<file path="src/rtl/bit_serial_alu_seq_if.sv">
// Controller-side handshake for the bit-serial ALU sequencer.
// The controller drives the request; the sequencer returns status and result.
interface bit_serial_alu_seq_if #(
    parameter int WIDTH = 8
);
    logic             start;
    logic [1:0]       op;
    logic [WIDTH-1:0] opa;
    logic [WIDTH-1:0] opb;
    logic             busy;
    logic             done;
    logic [WIDTH-1:0] result;
    logic             carry_out;

    modport master (
        output start, op, opa, opb,
        input  busy, done, result, carry_out
    );

    modport slave (
        input  start, op, opa, opb,
        output busy, done, result, carry_out
    );
endinterface

</file>
<file path="src/rtl/bit_serial_alu_seq.sv">
// Drives an external combinational 1-bit ALU slice LSB-first and assembles a
// WIDTH-bit result over WIDTH cycles, chaining the slice carry for add.
module bit_serial_alu_seq #(
    parameter int WIDTH = 8
) (
    input  logic                 clk,
    input  logic                 rst,
    bit_serial_alu_seq_if.slave  ctl,
    output logic                 slice_a,
    output logic                 slice_b,
    output logic                 slice_c,
    output logic [1:0]           slice_aluctr,
    input  logic                 slice_d,
    input  logic                 slice_e
);

    localparam int            CW       = $clog2(WIDTH);
    localparam logic [CW-1:0] CNT_LAST = CW'(WIDTH - 1);
    localparam logic [1:0]    OP_ADD   = 2'b00;

    typedef enum logic [1:0] {
        IDLE = 2'd0,
        RUN  = 2'd1,
        DONE = 2'd2
    } state_t;

    state_t           state;
    state_t           state_next;
    logic [CW-1:0]    cnt;
    logic [WIDTH-1:0] opa_q;
    logic [WIDTH-1:0] opb_q;
    logic [1:0]       op_q;
    logic             carry_q;
    logic [WIDTH-1:0] shift_q;
    logic [WIDTH-1:0] shift_next;
    logic [WIDTH-1:0] result_q;
    logic             carry_out_q;
    logic             accept;
    logic             last_bit;

    always_ff @(posedge clk) begin
        // NOTE: registers use non-blocking assignment so every flop samples pre-edge values.
        if (rst) state <= IDLE;
        else     state <= state_next;
    end

    always_comb begin
        // NOTE: every signal driven here gets a default first; a missing branch would otherwise infer a latch.
        state_next   = state;
        accept       = 1'b0;
        last_bit     = 1'b0;
        shift_next   = shift_q;
        slice_a      = 1'b0;
        slice_b      = 1'b0;
        slice_c      = 1'b0;
        slice_aluctr = op_q;
        case (state)
            IDLE: begin
                if (ctl.start) begin
                    accept     = 1'b1;
                    state_next = RUN;
                end
            end
            RUN: begin
                slice_a         = opa_q[cnt];
                slice_b         = opb_q[cnt];
                slice_c         = carry_q;
                shift_next[cnt] = slice_d;
                if (cnt == CNT_LAST) begin
                    last_bit   = 1'b1;
                    state_next = DONE;
                end
            end
            DONE:    state_next = IDLE;
            default: state_next = IDLE;
        endcase
    end

    always_ff @(posedge clk) begin
        if (rst) begin
            // NOTE: the shift register is a flop vector, not a RAM, so it is reset with the rest of the datapath.
            cnt         <= '0;
            opa_q       <= '0;
            opb_q       <= '0;
            op_q        <= 2'b00;
            carry_q     <= 1'b0;
            shift_q     <= '0;
            result_q    <= '0;
            carry_out_q <= 1'b0;
        end else if (accept) begin
            opa_q   <= ctl.opa;
            opb_q   <= ctl.opb;
            op_q    <= ctl.op;
            cnt     <= '0;
            carry_q <= 1'b0;
        end else if (state == RUN) begin
            shift_q <= shift_next;
            // Carry only chains for add; logic ops leave it parked at zero.
            carry_q <= (op_q == OP_ADD) ? slice_e : 1'b0;
            if (last_bit) begin
                result_q    <= shift_next;
                carry_out_q <= (op_q == OP_ADD) ? slice_e : 1'b0;
            end else begin
                cnt <= cnt + 1'b1;
            end
        end
    end

    assign ctl.busy      = (state == RUN);
    assign ctl.done      = (state == DONE);
    assign ctl.result    = result_q;
    assign ctl.carry_out = carry_out_q;

endmodule
</file>
<file path="src/flat_wrapper.sv">
// flat-port wrapper written by rule: the top's interface ports become plain ports
module bit_serial_alu_seq_flat 
#(
    parameter int WIDTH = 8
)
  (clk, rst, slice_a, slice_b, slice_c, slice_aluctr, slice_d, slice_e, ctl_start, ctl_op, ctl_opa, ctl_opb, ctl_busy, ctl_done, ctl_result, ctl_carry_out);
  bit_serial_alu_seq_if #(.WIDTH(WIDTH)) ctl_i ();
  input  logic clk;
  input  logic rst;
  output logic slice_a;
  output logic slice_b;
  output logic slice_c;
  output logic [1:0] slice_aluctr;
  input  logic slice_d;
  input  logic slice_e;
  input wire logic [$bits(ctl_i.start)-1:0] ctl_start;
  input wire logic [$bits(ctl_i.op)-1:0] ctl_op;
  input wire logic [$bits(ctl_i.opa)-1:0] ctl_opa;
  input wire logic [$bits(ctl_i.opb)-1:0] ctl_opb;
  output wire logic [$bits(ctl_i.busy)-1:0] ctl_busy;
  output wire logic [$bits(ctl_i.done)-1:0] ctl_done;
  output wire logic [$bits(ctl_i.result)-1:0] ctl_result;
  output wire logic [$bits(ctl_i.carry_out)-1:0] ctl_carry_out;
  assign ctl_i.start = ctl_start;
  assign ctl_i.op = ctl_op;
  assign ctl_i.opa = ctl_opa;
  assign ctl_i.opb = ctl_opb;
  assign ctl_busy = ctl_i.busy;
  assign ctl_done = ctl_i.done;
  assign ctl_result = ctl_i.result;
  assign ctl_carry_out = ctl_i.carry_out;
  bit_serial_alu_seq #(.WIDTH(WIDTH)) u_core (.clk(clk), .rst(rst), .ctl(ctl_i), .slice_a(slice_a), .slice_b(slice_b), .slice_c(slice_c), .slice_aluctr(slice_aluctr), .slice_d(slice_d), .slice_e(slice_e));
endmodule
</file>
<file path="config.mk">
export PLATFORM = sky130hd
export DESIGN_NAME = bit_serial_alu_seq_flat
export DESIGN_NICKNAME = d
export VERILOG_FILES = /design/src/rtl/bit_serial_alu_seq_if.sv /design/src/rtl/bit_serial_alu_seq.sv /design/src/flat_wrapper.sv
export SDC_FILE = /design/constraint.sdc
export NUM_CORES = 1
export LEC_CHECK = 0
export ABC_AREA = 1
export CAP_MARGIN = 20
export CELL_PAD_IN_SITES_DETAIL_PLACEMENT = 1
export CELL_PAD_IN_SITES_GLOBAL_PLACEMENT = 1
export CORE_UTILIZATION = 35
export DETAILED_ROUTE_END_ITERATION = 6
export GPL_ROUTABILITY_DRIVEN = 0
export PLACE_DENSITY_LB_ADDON = 0.1
export SLEW_MARGIN = 40
export SYNTH_ARGS = -nofsm -noshare
export SYNTH_HDL_FRONTEND = slang
export SYNTH_SLANG_ARGS = --single-unit
export TNS_END_PERCENT = 20
</file>
<file path="constraint.sdc">
create_clock -name clk -period 1.9 [get_ports clk]
set_clock_uncertainty 0.05 [all_clocks]
set_input_delay 0.285 -clock clk [delete_from_list [all_inputs] [get_ports clk]]
set_output_delay 0.285 -clock clk [all_outputs]
set_load 0.005 [all_outputs]
</file>
After elaboration in Yosys (flattened, before gate mapping)
Cells that the tools add are included.
W data, S select, Z words.
{ "totals": {"elab_cells": 45, "latch_bits": 0, "ff_bits": 41, "in_bits": 23, "rom_bits": 0, "n_memories": 0, "mem_bits_rw": 0} }
{ "op_classes": {"shift": 0, "n_div": 0, "n_mul": 0, "add_sub_neg": 1, "eq_ne": 5, "magnitude_cmp": 2, "mux": 18, "bitwise": 2, "n_reduce_logical": 8} }
{ "op_table": {"columns": ["cell", "count"], "rows": [
  ["$mux W1", 11],
  ["$bwmux W8", 1],
  ["$bmux W1 S3", 2],
  ["$reduce_and A2 Y1", 3],
  ["$logic_not A2 Y1", 2],
  ["$lt A3 B4 Y1 const B", 1],
  ["$mux W2", 2],
  ["$pmux W2 S2", 1],
  ["$add A3 B1 Y3 const B", 1],
  ["$demux W1 S3", 1],
  ["$eq A3 B3 Y1 const B", 1],
  ["$ge A3 B1 Y1 const B", 1],
  ["$reduce_and A3 Y1", 1],
  ["$eq A2 B1 Y1 const B", 1],
  ["$eq A2 B2 Y1 const B", 1],
  ["$ne A2 B1 Y1 const B", 1],
  ["$ne A2 B2 Y1 const B", 1],
  ["$not A1 Y1", 2],
  ["$reduce_or A2 Y1", 1],
  ["$logic_and A1 B1 Y1", 1]
]} }

Depth between registers and ports, before layout
{ "depth": {"word_depth": 5, "ltp_mapped": 8} }

Worst setup path before layout
OpenSTA, ideal clock, no wires.
{ "synth_path": {"path_type": "register to register", "start": "register u_core.cnt[0]", "end": "register u_core.result_q[2], in the netlist u_core.ctl.result[2]", "path_stages_with_launch": 9, "period_less_slack_ns": 1.453, "path_buffers": 1, "setup_slack_ns": 0.447, "required_ns": 1.735, "arrival_time_ns": 1.288, "cell_sequence": "dfxtp_1 ha_1 ha_1 inv_1 nor2_2 buf_4 o21a_1 o21ai_0 inv_1"} }
{ "synth_via": {"elab_chain_cells": 5, "word_cells_on_any_way": 10} }
{ "synth_lines": {"columns": ["item", "line", "source"], "rows": [
  ["start: declaration", "bit_serial_alu_seq.sv:29", "logic [CW-1:0] cnt;"],
  ["start signal: assignment", "bit_serial_alu_seq.sv:104", "cnt <= cnt + 1'b1;"],
  ["$lt A3 B4 Y1 (implied by the code) or $ge A3 B1 Y1 (tied branches)", "bit_serial_alu_seq.sv:68", "shift_next[cnt] = slice_d;"],
  ["$logic_and A1 B1 Y1 (implied by the code)", "bit_serial_alu_seq.sv:68", null],
  ["$mux W1 (implied by the code)", "bit_serial_alu_seq.sv:68", null],
  ["$demux W1 S3", null, null],
  ["$bwmux W8", "bit_serial_alu_seq.sv:68", null],
  ["end signal: assignment", "bit_serial_alu_seq.sv:101", "result_q <= shift_next;"],
  ["end: declaration", "bit_serial_alu_seq.sv:36", "logic [WIDTH-1:0] result_q;"]
]} }
Parallel ways exist; a longest one is shown, timed or not.
A chain may end at the register's enable or synchronous reset.

Worst setup path in the final report
{ "layout_path": {"start": "register u_core.state[1]", "end": "output slice_c"} }
{ "layout_via": {"elab_chain_cells": 2} }
{ "layout_lines": {"columns": ["item", "line", "source"], "rows": [
  ["start: declaration", "bit_serial_alu_seq.sv:27", "state_t state;"],
  ["start signal: assignment", "bit_serial_alu_seq.sv:44", "else state <= state_next;"],
  ["$eq A2 B1 Y1", "bit_serial_alu_seq.sv:57", "case (state)"],
  ["$mux W1", "bit_serial_alu_seq.sv:57", null],
  ["end: declaration", "flat_wrapper.sv:12", "output logic slice_c;"]
]} }
No other way between the ends.

==> run summary <==
Fmax = 563 MHz
CTS buffer count = 5
Gate Count Post-Synth = 265
Placed cell areas = 2360 um2
Delay of the slowest critical-path stage = 500 ps
Vert. Die Dim = 75.0 um
Flop2flop setup slack = 180 ps
Met1 usage = 20.9%
Met3 global-route usage = 2.81%
Routed WL = 4570 um
Cell area after synthesis = 1860 um2
Initial antenna violation count = 0
FFs w/ async S/R, synth = 0%
Largest net degree at the start of global routing = 23
RSZ-0062 raised after global routing = no
Routed len/inst = 11.9 um
Die span in x = 75.0 um
Non-filler cells, final = 384
Critical Path, Cell by Cell = inv_1 -> nand2_4 -> nor2_1 -> clkdlybuf4s50_1
Initial core utilization = 36.5%
Worst Setup SP = u_core.state[1]
Htree depth = 2
Worst hold path type = register to register
Vias in the first global route = 1677
Min Tclk post-route = 1780 ps
Commonest non-fill, non-tap cells in the layout = 57 x nor2_1, 44 x nand2_1, 38 x dfxtp_1
I/O Pins = 39
Cell row count = 26
Commonest non-fill, non-tap cell in the layout = nor2_1
Fin nets = 338
Crit Path Category = register to output port
Post-synth EDFFs = 0
Maximum VDD drop = 0.000284 V
Final period utilization = 93.5%
Worst-path maximum fanout = 9
CP endpoint kind = output port
Mean area per synthesized cell = 7.03 um2
Via count = 1800
WP data arrival = 1440 ps
Sequential share of the synthesized area = 44.1%
Post-synth cell types = 24
Vias/cell = 4.69
Worst r2r src = u_core.cnt[0]
Cell Count Post-Placement = 376
Fin Setup TNS = 0 ps
Clk_lat worst skew = 290 ps
CTS sink cnt = 41
Slew Limit Fails = 0
Count of state elements after synthesis = 41
Synthesis Warnings = 0
First DRT Iteration DRCs = 33
Global-route wire length before repair = 7510 um
Required time of the critical path = 1560 ps
Number of fill cells = 667
Register clock-pin slew on the reported worst setup and hold paths = 80 ps
Top Usage Layer GRT = met2
Layout cells sized above 1 = 11.5%
Die area = 5620 um2
Static leakage = 0.00114 uW
TritonRoute pass-1 iters = 4
Worst slew margin = 80.7%
GRT Residual Overflow = 0
Syn nets = 290
Status = completed
Synth Flop Type = dfxtp_1
CTS tree = built
PortBufs = 38
M2 GR Usage = 32.7%
DR DRC count = 0
Layout overhead on the synthesized area = 34.5%
Cell area after layout = 2510 um2
Final hold vios = 0
Worst Tran Pin Value = 289 ps
# Post-CTS Setup Buffers = 0
Placeable Area = 5110 um2
Root Buffer = clkbuf_8
Reg2Reg Depth = 9
GRT Util Overall = 17.9%
CTS Buffer Depth = 2
Max stage delay cell, worst path = clkdlybuf4s50_1
Routed Antenna Nets = 0
ANT cells = 0
# Max-Cap Violations = 0
Crit path to = slice_c
PwrDens = 787 nW/um2
Setup crit start kind = register
Endpoints failing setup = 0
Reg2reg end = u_core.ctl.result[2]
HPWL Detailed = 3450 um
## state kept, by name, indices dropped and copies added, names as in the netlist
register,count
u_core.carry_q,1
u_core.cnt,3
u_core.ctl.carry_out,1
u_core.ctl.result,8
u_core.opa_q,8
u_core.opb_q,8
u_core.shift_q,8
u_core.slice_aluctr,2
u_core.state,2
## layer usage
layer | vias to the layer above | share of wire, %
met5 | - | 0
met3 | 5 | 2.6
met4 | 0 | 1.3
met1 | 829 | 46
li1 | 937 | -
met2 | 29 | 50
## through the flow
stage / worst slack [ps] / power (uW) / util, % / hold WS, ps
after detailed placement: 4.07 / 1270 / 46.3 / 409
after floorplan: 447 / 1140 / - / 379
final: 123 / 1970 / 49.1 / 414
after CTS: 48.0 / 2010 / 48.9 / 421
after global routing: 11.9 / 2080 / 49.1 / 434
after global placement: 37.7 / 1260 / 46.3 / 390
## where the power goes
| part | switching (uW) | internal, uW | leakage, uW |
|---|---|---|---|
| Combinational | 157 | 140 | 0.000740 |
| Clock | 296 | 429 | 0.0000585 |
| Sequential | 40.0 | 912 | 0.000339 |
| Total | 492 | 1480 | 0.00114 |
## critical path: cells and delay by family, from the launching register on
family                 cells  cell delay [ps]
and+or+nand+nor            2              220
buffers and inverters      2              620
DFF                        1              300
## logic make-up (layout without fill, tap and decap cells)
family	after synthesis	count (layout)	share of synthesized area [%]
compound gates	59	59	17.6
fa+ha+maj	2	2	1.34
buf+inv	42	91	10.4
flops	41	41	44.1
simple gates	121	121	26.6
## cell usage after synthesis (3+ instances only)
cell      instances  area share (%)
nand4_1           4             1.3
inv_1            25             5.0
buf_6             3             1.8
o211ai_1          4             1.6
clkbuf_1          4            0.81
a21oi_1           8             2.1
o21a_1            8             3.2
nand3_1           8             2.1
nand2_1          45             9.1
nor2_1           58              12
inv_2             4            0.81
buf_4             3             1.2
dfxtp_1          41              44
o21ai_0          26             7.0
o21ai_1          12             3.2
## what timing repair did
action | 4_1_cts | 5_1_grt
resized for setup | 12 | 2
pin swaps | 0 | 0
hold buffers | 0 | 0
setup endpoints to repair | 4 | 3
cloned | 0 | 0
## area by class of cell
type	count	area (um2)	area share [%]
clock buffers	7	86.3	3.44
clock inverters	1	30.0	1.20
repair buffers	53	492	19.6
well taps	70	87.6	3.49
multi-input cells	182	863	34.4
flip-flops and latches	41	832	33.2
inverters	30	115	4.59
## worst min-delay path by stage
stage	from	endpoint	slack, ps	cells after the start
6_report	u_core.opb_q[5]	u_core.opb_q[5]	410	2
5_1_grt	u_core.carry_q	u_core.carry_q	430	2
4_1_cts	u_core.ctl.carry_out	u_core.ctl.carry_out	420	2
3_5_place_dp	u_core.ctl.carry_out	u_core.ctl.carry_out	410	2
3_3_place_gp	u_core.carry_q	u_core.carry_q	390	2
2_1_floorplan	u_core.carry_q	u_core.carry_q	380	2
Power figures use the tool's default switching activity.
